--- config.mk ---
export PLATFORM = sky130hd
export DESIGN_NAME = cdc_apb_master_flat
export DESIGN_NICKNAME = d
export VERILOG_FILES = /design/src/rtl/cdc_apb_pkg.sv /design/src/rtl/cdc_apb_master_if.sv /design/src/rtl/cdc_apb_resp_ser.sv /design/src/rtl/cdc_apb_master.sv /design/src/flat_wrapper.sv
export SDC_FILE = /design/constraint.sdc
export NUM_CORES = 1
export LEC_CHECK = 0
export ABC_AREA = 0
export CAP_MARGIN = 20
export CORE_AREA = 2 2 119 121
export DETAILED_ROUTE_END_ITERATION = 8
export DIE_AREA = 0 0 121 123
export PLACE_DENSITY = 0.65
export SETUP_SLACK_MARGIN = 0.5
export SKIP_LAST_GASP = 1
export SLEW_MARGIN = 40
export SYNTH_ARGS = -nofsm -noshare
export SYNTH_HDL_FRONTEND = slang
export SYNTH_SLANG_ARGS = --single-unit
--- constraint.sdc ---
create_clock -name PCLK -period 4.5 [get_ports PCLK]
set_input_delay 0.9 -clock PCLK [delete_from_list [all_inputs] [get_ports PCLK]]
set_output_delay 0.9 -clock PCLK [all_outputs]
set_load 0.05 [all_outputs]
--- src/rtl/cdc_apb_pkg.sv ---
// Shared constants and types for the CDC-to-APB bridge.
//   - command opcodes carried in the first byte of a host frame
//   - status codes returned as the last byte of every response
//   - FSM state encoding used by cdc_apb_master
package cdc_apb_pkg;

    localparam logic [7:0] OP_READ    = 8'h52;  // 'R'
    localparam logic [7:0] OP_WRITE   = 8'h57;  // 'W'

    localparam logic [7:0] ST_OK      = 8'h00;
    localparam logic [7:0] ST_SLVERR  = 8'h01;
    localparam logic [7:0] ST_TIMEOUT = 8'h02;
    localparam logic [7:0] ST_BADOP   = 8'hFF;

    typedef enum logic [2:0] {
        S_IDLE,
        S_ADDR,
        S_DATA,
        S_SETUP,
        S_ACCESS,
        S_RESP
    } state_e;

    function automatic logic is_opcode(input logic [7:0] b);
        return (b == OP_READ) || (b == OP_WRITE);
    endfunction

endpackage

--- src/rtl/cdc_apb_master_if.sv ---
// Byte-stream and APB signal bundle around cdc_apb_master.
//   rx_*   : command bytes from the CDC out stream (valid/ready)
//   tx_*   : response bytes to the CDC in stream (valid/ready)
//   P*     : APB initiator port
// Modports:
//   master : view of the bridge itself
//   slave  : view of the surrounding environment (CDC core + APB fabric)
interface cdc_apb_master_if;

    logic [7:0]  rx_data_i;
    logic        rx_valid_i;
    logic        rx_ready_o;

    logic [7:0]  tx_data_o;
    logic        tx_valid_o;
    logic        tx_ready_i;

    logic [31:0] PADDR;
    logic        PSEL;
    logic        PENABLE;
    logic        PWRITE;
    logic [31:0] PWDATA;
    logic [31:0] PRDATA;
    logic        PREADY;
    logic        PSLVERR;

    modport master (
        input  rx_data_i, rx_valid_i,
        output rx_ready_o,
        output tx_data_o, tx_valid_o,
        input  tx_ready_i,
        output PADDR, PSEL, PENABLE, PWRITE, PWDATA,
        input  PRDATA, PREADY, PSLVERR
    );

    modport slave (
        output rx_data_i, rx_valid_i,
        input  rx_ready_o,
        input  tx_data_o, tx_valid_o,
        output tx_ready_i,
        input  PADDR, PSEL, PENABLE, PWRITE, PWDATA,
        output PRDATA, PREADY, PSLVERR
    );

endinterface

--- src/rtl/cdc_apb_resp_ser.sv ---
// Response serialiser: on load_i captures either 4 data bytes + status
// (with_data_i=1) or just the status byte, then presents them LSB first on
// a valid/ready stream. done_o pulses in the cycle the final byte is
// accepted; valid drops on the following edge.
// Ports:
//   clk, rst     : clock, async active-high reset
//   load_i       : capture data_i/status_i and start sending
//   with_data_i  : 1 -> 5-byte response, 0 -> status only
//   data_i       : read data, sent LSB first
//   status_i     : status byte, always last
//   tx_data_o / tx_valid_o / tx_ready_i : output stream
//   done_o       : last byte handshake this cycle
module cdc_apb_resp_ser (
    input  logic        clk,
    input  logic        rst,
    input  logic        load_i,
    input  logic        with_data_i,
    input  logic [31:0] data_i,
    input  logic [7:0]  status_i,
    output logic [7:0]  tx_data_o,
    output logic        tx_valid_o,
    input  logic        tx_ready_i,
    output logic        done_o
);

    logic [4:0][7:0] resp_q, resp_d;
    logic [2:0]      idx_q, idx_d;
    logic [2:0]      last_q, last_d;
    logic            valid_q, valid_d;
    logic            hs;

    assign hs         = valid_q & tx_ready_i;
    assign done_o     = hs && (idx_q == last_q);
    assign tx_valid_o = valid_q;
    // Output is a pure register mux, so data cannot change while stalled.
    assign tx_data_o  = resp_q[idx_q];

    always_comb begin
        resp_d  = resp_q;
        idx_d   = idx_q;
        last_d  = last_q;
        valid_d = valid_q;
        if (load_i) begin
            resp_d  = with_data_i ? {status_i, data_i} : {32'h0, status_i};
            last_d  = with_data_i ? 3'd4 : 3'd0;
            idx_d   = 3'd0;
            valid_d = 1'b1;
        end else if (hs) begin
            if (idx_q == last_q) begin
                valid_d = 1'b0;
                idx_d   = 3'd0;
            end else begin
                idx_d   = idx_q + 3'd1;
            end
        end
    end

    always_ff @(posedge clk or posedge rst) begin
        if (rst) begin
            resp_q  <= '0;
            idx_q   <= '0;
            last_q  <= '0;
            valid_q <= 1'b0;
        end else begin
            resp_q  <= resp_d;
            idx_q   <= idx_d;
            last_q  <= last_d;
            valid_q <= valid_d;
        end
    end

endmodule

--- src/rtl/cdc_apb_master.sv ---
// Host-driven APB initiator fed by a USB CDC byte stream.
// Frame: opcode (0x52 read / 0x57 write), 4 address bytes LSB first,
// and for writes 4 data bytes LSB first. One APB transfer per frame.
// Response: reads return 4 PRDATA bytes then status, writes return status;
// an unknown opcode returns 0xFF alone.
// Ports:
//   PCLK, PRESET : single clock, async active-high reset
//   bus          : stream + APB bundle (master modport)
//   busy_o       : FSM not idle
// Parameters:
//   TIMEOUT : max ACCESS cycles without PREADY (0 = wait forever)
//   TO_W    : timeout counter width, 2**TO_W > TIMEOUT
module cdc_apb_master
    import cdc_apb_pkg::*;
#(
    parameter int TIMEOUT = 255,
    parameter int TO_W    = 8
) (
    input  logic              PCLK,
    input  logic              PRESET,
    cdc_apb_master_if.master  bus,
    output logic              busy_o
);

    state_e          state_q, state_d;
    logic [1:0]      cnt_q, cnt_d;
    logic [31:0]     paddr_q, paddr_d;
    logic [31:0]     pwdata_q, pwdata_d;
    logic            pwrite_q, pwrite_d;
    logic [TO_W-1:0] to_q, to_d;
    logic [TO_W:0]   to_next;
    logic            to_hit;

    logic            rx_ready;
    logic            rx_hs;

    logic            ser_load;
    logic            ser_with;
    logic [31:0]     ser_data;
    logic [7:0]      ser_status;
    logic            ser_done;

    // Ready depends only on state (and reset), never on rx_valid_i.
    assign rx_ready = ~PRESET &
                      ((state_q == S_IDLE) || (state_q == S_ADDR) || (state_q == S_DATA));
    assign rx_hs    = bus.rx_valid_i & rx_ready;

    // One extra bit so the compare is exact even when TIMEOUT = 2**TO_W-1.
    assign to_next = {1'b0, to_q} + 1'b1;
    assign to_hit  = (TIMEOUT != 0) && (to_next == (TO_W+1)'(TIMEOUT));

    always_comb begin
        state_d    = state_q;
        cnt_d      = cnt_q;
        paddr_d    = paddr_q;
        pwdata_d   = pwdata_q;
        pwrite_d   = pwrite_q;
        to_d       = to_q;
        ser_load   = 1'b0;
        ser_with   = 1'b0;
        ser_data   = '0;
        ser_status = ST_OK;

        case (state_q)
            S_IDLE: begin
                if (rx_hs) begin
                    if (is_opcode(bus.rx_data_i)) begin
                        pwrite_d = (bus.rx_data_i == OP_WRITE);
                        cnt_d    = 2'd0;
                        state_d  = S_ADDR;
                    end else begin
                        ser_load   = 1'b1;
                        ser_status = ST_BADOP;
                        state_d    = S_RESP;
                    end
                end
            end
            S_ADDR: begin
                if (rx_hs) begin
                    paddr_d[{cnt_q, 3'b000} +: 8] = bus.rx_data_i;
                    cnt_d = cnt_q + 2'd1;  // wraps to 0, ready for DATA
                    if (cnt_q == 2'd3)
                        state_d = pwrite_q ? S_DATA : S_SETUP;
                end
            end
            S_DATA: begin
                if (rx_hs) begin
                    pwdata_d[{cnt_q, 3'b000} +: 8] = bus.rx_data_i;
                    cnt_d = cnt_q + 2'd1;
                    if (cnt_q == 2'd3)
                        state_d = S_SETUP;
                end
            end
            S_SETUP: begin
                to_d    = '0;
                state_d = S_ACCESS;
            end
            S_ACCESS: begin
                if (bus.PREADY) begin
                    ser_load   = 1'b1;
                    ser_with   = ~pwrite_q;
                    ser_data   = bus.PRDATA;
                    ser_status = bus.PSLVERR ? ST_SLVERR : ST_OK;
                    state_d    = S_RESP;
                end else if (to_hit) begin
                    // Abort: read data bytes go out as zeros.
                    ser_load   = 1'b1;
                    ser_with   = ~pwrite_q;
                    ser_status = ST_TIMEOUT;
                    state_d    = S_RESP;
                end else begin
                    to_d = to_next[TO_W-1:0];
                end
            end
            S_RESP: begin
                if (ser_done)
                    state_d = S_IDLE;
            end
            default: state_d = S_IDLE;
        endcase
    end

    always_ff @(posedge PCLK or posedge PRESET) begin
        if (PRESET) begin
            state_q  <= S_IDLE;
            cnt_q    <= '0;
            paddr_q  <= '0;
            pwdata_q <= '0;
            pwrite_q <= 1'b0;
            to_q     <= '0;
        end else begin
            state_q  <= state_d;
            cnt_q    <= cnt_d;
            paddr_q  <= paddr_d;
            pwdata_q <= pwdata_d;
            pwrite_q <= pwrite_d;
            to_q     <= to_d;
        end
    end

    cdc_apb_resp_ser u_ser (
        .clk         (PCLK),
        .rst         (PRESET),
        .load_i      (ser_load),
        .with_data_i (ser_with),
        .data_i      (ser_data),
        .status_i    (ser_status),
        .tx_data_o   (bus.tx_data_o),
        .tx_valid_o  (bus.tx_valid_o),
        .tx_ready_i  (bus.tx_ready_i),
        .done_o      (ser_done)
    );

    assign bus.rx_ready_o = rx_ready;
    assign bus.PADDR      = paddr_q;
    assign bus.PWDATA     = pwdata_q;
    assign bus.PWRITE     = pwrite_q;
    assign bus.PSEL       = (state_q == S_SETUP) || (state_q == S_ACCESS);
    assign bus.PENABLE    = (state_q == S_ACCESS);
    assign busy_o         = (state_q != S_IDLE);

endmodule
--- src/flat_wrapper.sv ---
// flat-port wrapper written by rule: the top's interface ports become plain ports
module cdc_apb_master_flat import cdc_apb_pkg::*;
#(
    parameter int TIMEOUT = 255,
    parameter int TO_W    = 8
)
  (PCLK, PRESET, busy_o, bus_rx_data_i, bus_rx_valid_i, bus_rx_ready_o, bus_tx_data_o, bus_tx_valid_o, bus_tx_ready_i, bus_PADDR, bus_PSEL, bus_PENABLE, bus_PWRITE, bus_PWDATA, bus_PRDATA, bus_PREADY, bus_PSLVERR);
  cdc_apb_master_if bus_i ();
  input  logic PCLK;
  input  logic PRESET;
  output logic busy_o;
  input wire logic [$bits(bus_i.rx_data_i)-1:0] bus_rx_data_i;
  input wire logic [$bits(bus_i.rx_valid_i)-1:0] bus_rx_valid_i;
  output wire logic [$bits(bus_i.rx_ready_o)-1:0] bus_rx_ready_o;
  output wire logic [$bits(bus_i.tx_data_o)-1:0] bus_tx_data_o;
  output wire logic [$bits(bus_i.tx_valid_o)-1:0] bus_tx_valid_o;
  input wire logic [$bits(bus_i.tx_ready_i)-1:0] bus_tx_ready_i;
  output wire logic [$bits(bus_i.PADDR)-1:0] bus_PADDR;
  output wire logic [$bits(bus_i.PSEL)-1:0] bus_PSEL;
  output wire logic [$bits(bus_i.PENABLE)-1:0] bus_PENABLE;
  output wire logic [$bits(bus_i.PWRITE)-1:0] bus_PWRITE;
  output wire logic [$bits(bus_i.PWDATA)-1:0] bus_PWDATA;
  input wire logic [$bits(bus_i.PRDATA)-1:0] bus_PRDATA;
  input wire logic [$bits(bus_i.PREADY)-1:0] bus_PREADY;
  input wire logic [$bits(bus_i.PSLVERR)-1:0] bus_PSLVERR;
  assign bus_i.rx_data_i = bus_rx_data_i;
  assign bus_i.rx_valid_i = bus_rx_valid_i;
  assign bus_rx_ready_o = bus_i.rx_ready_o;
  assign bus_tx_data_o = bus_i.tx_data_o;
  assign bus_tx_valid_o = bus_i.tx_valid_o;
  assign bus_i.tx_ready_i = bus_tx_ready_i;
  assign bus_PADDR = bus_i.PADDR;
  assign bus_PSEL = bus_i.PSEL;
  assign bus_PENABLE = bus_i.PENABLE;
  assign bus_PWRITE = bus_i.PWRITE;
  assign bus_PWDATA = bus_i.PWDATA;
  assign bus_i.PRDATA = bus_PRDATA;
  assign bus_i.PREADY = bus_PREADY;
  assign bus_i.PSLVERR = bus_PSLVERR;
  cdc_apb_master #(.TIMEOUT(TIMEOUT), .TO_W(TO_W)) u_core (.PCLK(PCLK), .PRESET(PRESET), .bus(bus_i), .busy_o(busy_o));
endmodule
==> impl_metrics.yaml <==
timing:
  worst-slew-pin-transition_ns: 0.7648
  grt_setup_unrepaired: "false"
  number_of_failing_setup_endpoints_in_the_final_timing_report: 0
  finalHoldViolCount: 0
  fin_crit_ns: 3.693
  slew_viol_final: 0
  max_freq_ghz: 0.2707
  finalCritPeriodShare: 0.8208
  finalSetupTns_ns: 0
  slew_headroom: 0.4885
  hold_ws_ns: 0.4750
  finalClockSkew_ns: 0.007051
finish:
  fin_util: 0.5329
  layout.nets: 701
  layout-drive-gt1-share: 0.08194
  flow.area_growth_from_synthesis_pct: 36.88
  diodes_inserted: 0
  stdcell_area_sq_um: 7253
synthesis:
  netlist_top_cells_count: "nand2_1 (126), dfrtp_1 (118), o21ai_0 (79), a22o_1 (26), inv_1 (20)"
  synth_most_common_cell: "nand2_1"
  ys.flop_type: "dfrtp_1"
  synth_edf_count: 0
  synthesized_instance_count: 529
  synth_area_sq_um: 5299
  ys_seq_area_frac: 0.5573
  postSynthRegisterBits: 118
  yosysTopAreaCellShare: 0.5573
  synth.net_count: 584
  synth_top_cell_by_area: "dfrtp_1"
  synthArstFlopShare: 1.000
  synth.top_cells.by_area: "dfrtp_1 (56%), nand2_1 (8.9%), o21ai_0 (7.5%)"
  ys_warn_count: 0
  avgSynthCellArea_sq_um: 10.02
  synth_cell_types: 50
power:
  power.density_nw_per_um2: 621.1
  p_leak_nw: 3.071
  max-vdd-ir-drop_mv: 0.2576
global_routing:
  grt-ovfl-total: 0
  grt_pass1_wl_microns: 23720
  grt_antenna_before_repair: 0
  grt_max_degree: 51
  globalRouteTotalUtil: 0.2076
  first_global_vias: 4582
detailed_routing:
  detailedRoute.firstIterationViolations: 353
  dr.pass1.iters: 5
  final_antenna_net_count: 0
  drc: 0
  route.detailed.wl_per_inst_microns: 17.48
  via_count: 4493
  routed_wirelength_microns: 14670
  vias_per_cell: 5.355
die:
  initial_utilization: 0.3893
  core.rowCount: 43
  die_width_microns: 121
  die_area_sq_um: 14880
  core_area_sq_um: 13610
  ioPinCount: 124
  overall_die_height_microns: 123
cts:
  htree_num_levels: 4
  cts-buffers-inserted: 17
  clock_sinks: 118
  insertion_delay_ns: 0.41
  cts_tree: "built"
  cts.reportedPaths.clkPinSlew_ns: 0.06
  cts_root_buf: "clkbuf_16"
  clockBufferDepth: 2
place:
  dpl.hpwl_microns: 10440
  globalplace.congestion: 0.8979
  port-buffer-count: 123
  post_dp_cell_area_sq_um: 6688
worst_setup_path:
  endpoint_kind: "output pin"
  cpMaxStageDelayCell: "clkdlybuf4s50_1"
  critical_path.startpoint_type: "flip-flop"
  crit_path_max_incr_delay_ns: 0.85
  worst_ep_arrival_time_ns: 2.79
  path_cells: "nor2_1, nand2_1, clkinvlp_4, clkdlybuf4s50_1"
  critPathMaxFanout: 13
  reg2reg_setup_slack_ns: 1.51
  crit_type: "flip-flop to output pin"
  critical_path_required_ns: 3.60
run_status:
  outcome: "complete, no violations"
worst_hold_path:
  hp-class: "flip-flop to flip-flop"
job:
  cap_violations: 0
metrics by stage:
step | power [mW] | setup WS (ns) | cells
2_1_floorplan | 2.705 | 1.079 | 529
3_3_place_gp | 3.188 | 0.9129 | 807
3_5_place_dp | 3.245 | 0.7832 | 807
4_1_cts | 4.529 | 0.6969 | 839
5_1_grt | 4.761 | 0.6203 | 839
6_report | 4.505 | 0.8065 | 839
worst paths after layout:
check,from,end,cells past startpoint
worst min register to register,u_core.bus.PADDR[21]$_DFFE_PP0P_,u_core.bus.PADDR[21]$_DFFE_PP0P_,2
min in group asynchronous,PRESET,u_core.cnt_q[1]$_DFFE_PP0P_,2
worst max register to register,u_core.state_q[0]$_DFFE_PP0P_,u_core.u_ser.resp_q[32]$_DFFE_PP0N_,8
worst max-delay path,u_core.state_q[0]$_DFFE_PP0P_,bus_PENABLE,4
max in group asynchronous,PRESET,u_core.bus.PWDATA[22]$_DFFE_PP0P_,3
worst min-delay path,u_core.bus.PADDR[21]$_DFFE_PP0P_,u_core.bus.PADDR[21]$_DFFE_PP0P_,2
per-layer routing:
layer | up-vias | global-route usage | wire length (microns)
li1 | 2108 | - | -
met2 | 168 | 0.3178 | 6756
met1 | 2199 | 0.2687 | 6426
met5 | - | 0 | 0
met4 | 0 | 0.06323 | 187
met3 | 18 | 0.08856 | 1298
critical path: cells and delay by family, from the launching register on:
family / cells / cell delay [ns]
buffers and inverters: 2 / 1.21
flip-flops: 1 / 0.47
AND/OR/NAND/NOR: 2 / 0.69
registers in the layout, indices dropped and copies added (netlist names):
register,cells
u_core.u_ser.resp_q,35
u_core.bus.PADDR,32
u_core.bus.PWDATA,32
u_core.to_q,8
u_core.state_q,3
u_core.u_ser.idx_q,3
u_core.cnt_q,2
u_core.bus.PWRITE,1
u_core.u_ser.last_q,1
u_core.u_ser.tx_valid_o,1
logic make-up (layout without fill, tap and decap cells):
family,after synthesis,after routing,share of synthesized area
multiplexers,9,9,0.03589
AND/OR/NAND/NOR,187,187,0.1551
adder cells (fa/ha/maj),9,9,0.02125
XOR/XNOR,5,5,0.008266
buffers and inverters,48,178,0.03589
flip-flops,118,118,0.5573
AO/OA/AOI/OAI,153,153,0.1863
timing repair:
item / 4_1_cts / 5_1_grt
buffers inserted: 0 / 0
setup endpoints to repair: 0 / 1
hold buffers: 0 / 0
gates resized for setup: 0 / 1
endpoints found under the hold margin: 0 / 0
power by group:
group / leakage (nW) / internal, mW / switching [mW] / total [mW]
combinational: 1.25 / 0.664 / 1.02 / 1.68
clock: 0.265 / 0.787 / 0.481 / 1.27
sequential: 1.56 / 1.30 / 0.251 / 1.55
cell type report:
cell class,count,area [sq um]
multi-input cells,363,2177
inverters,20,82.58
repair buffers,126,1254
flip-flops and latches,118,2953
fillers,1207,6359
clock inverters,11,101.3
clock buffers,21,460.4
well taps,180,225.2
layout by cell type (no fill, tap or decap), types with 2 or more instances in the layout:
master / netlist / final
dfrtp_1: 118 / 118
and2_1: 3 / 2
o211ai_1: 2 / 2
ha_1: 9 / 9
o21ai_0: 79 / 79
a21oi_1: 11 / 11
clkinv_2: 0 / 3
nor4_1: 3 / 3
clkbuf_1: 19 / 2
mux4_2: 8 / 8
clkbuf_8: 0 / 2
a22o_1: 26 / 26
a221o_1: 6 / 6
nand3_1: 13 / 13
nor2_1: 13 / 13
a21o_1: 4 / 4
clkdlybuf4s50_1: 0 / 123
xor2_1: 2 / 2
a31oi_1: 2 / 2
nand4_1: 3 / 3
clkbuf_16: 0 / 17
clkinvlp_4: 0 / 6
nand4b_1: 2 / 2
nor3b_2: 0 / 3
nor3_1: 6 / 5
inv_1: 20 / 18
nand2_1: 126 / 126
a41oi_1: 3 / 3
a221oi_1: 2 / 2
nand2b_1: 5 / 5
xnor2_1: 3 / 3
buf_4: 0 / 3
o21ai_1: 3 / 3
o22ai_1: 2 / 2
a211oi_1: 3 / 3
and3_1: 2 / 2
clkinv_4: 0 / 2
Note: power is estimated with default switching activity, not from simulation.
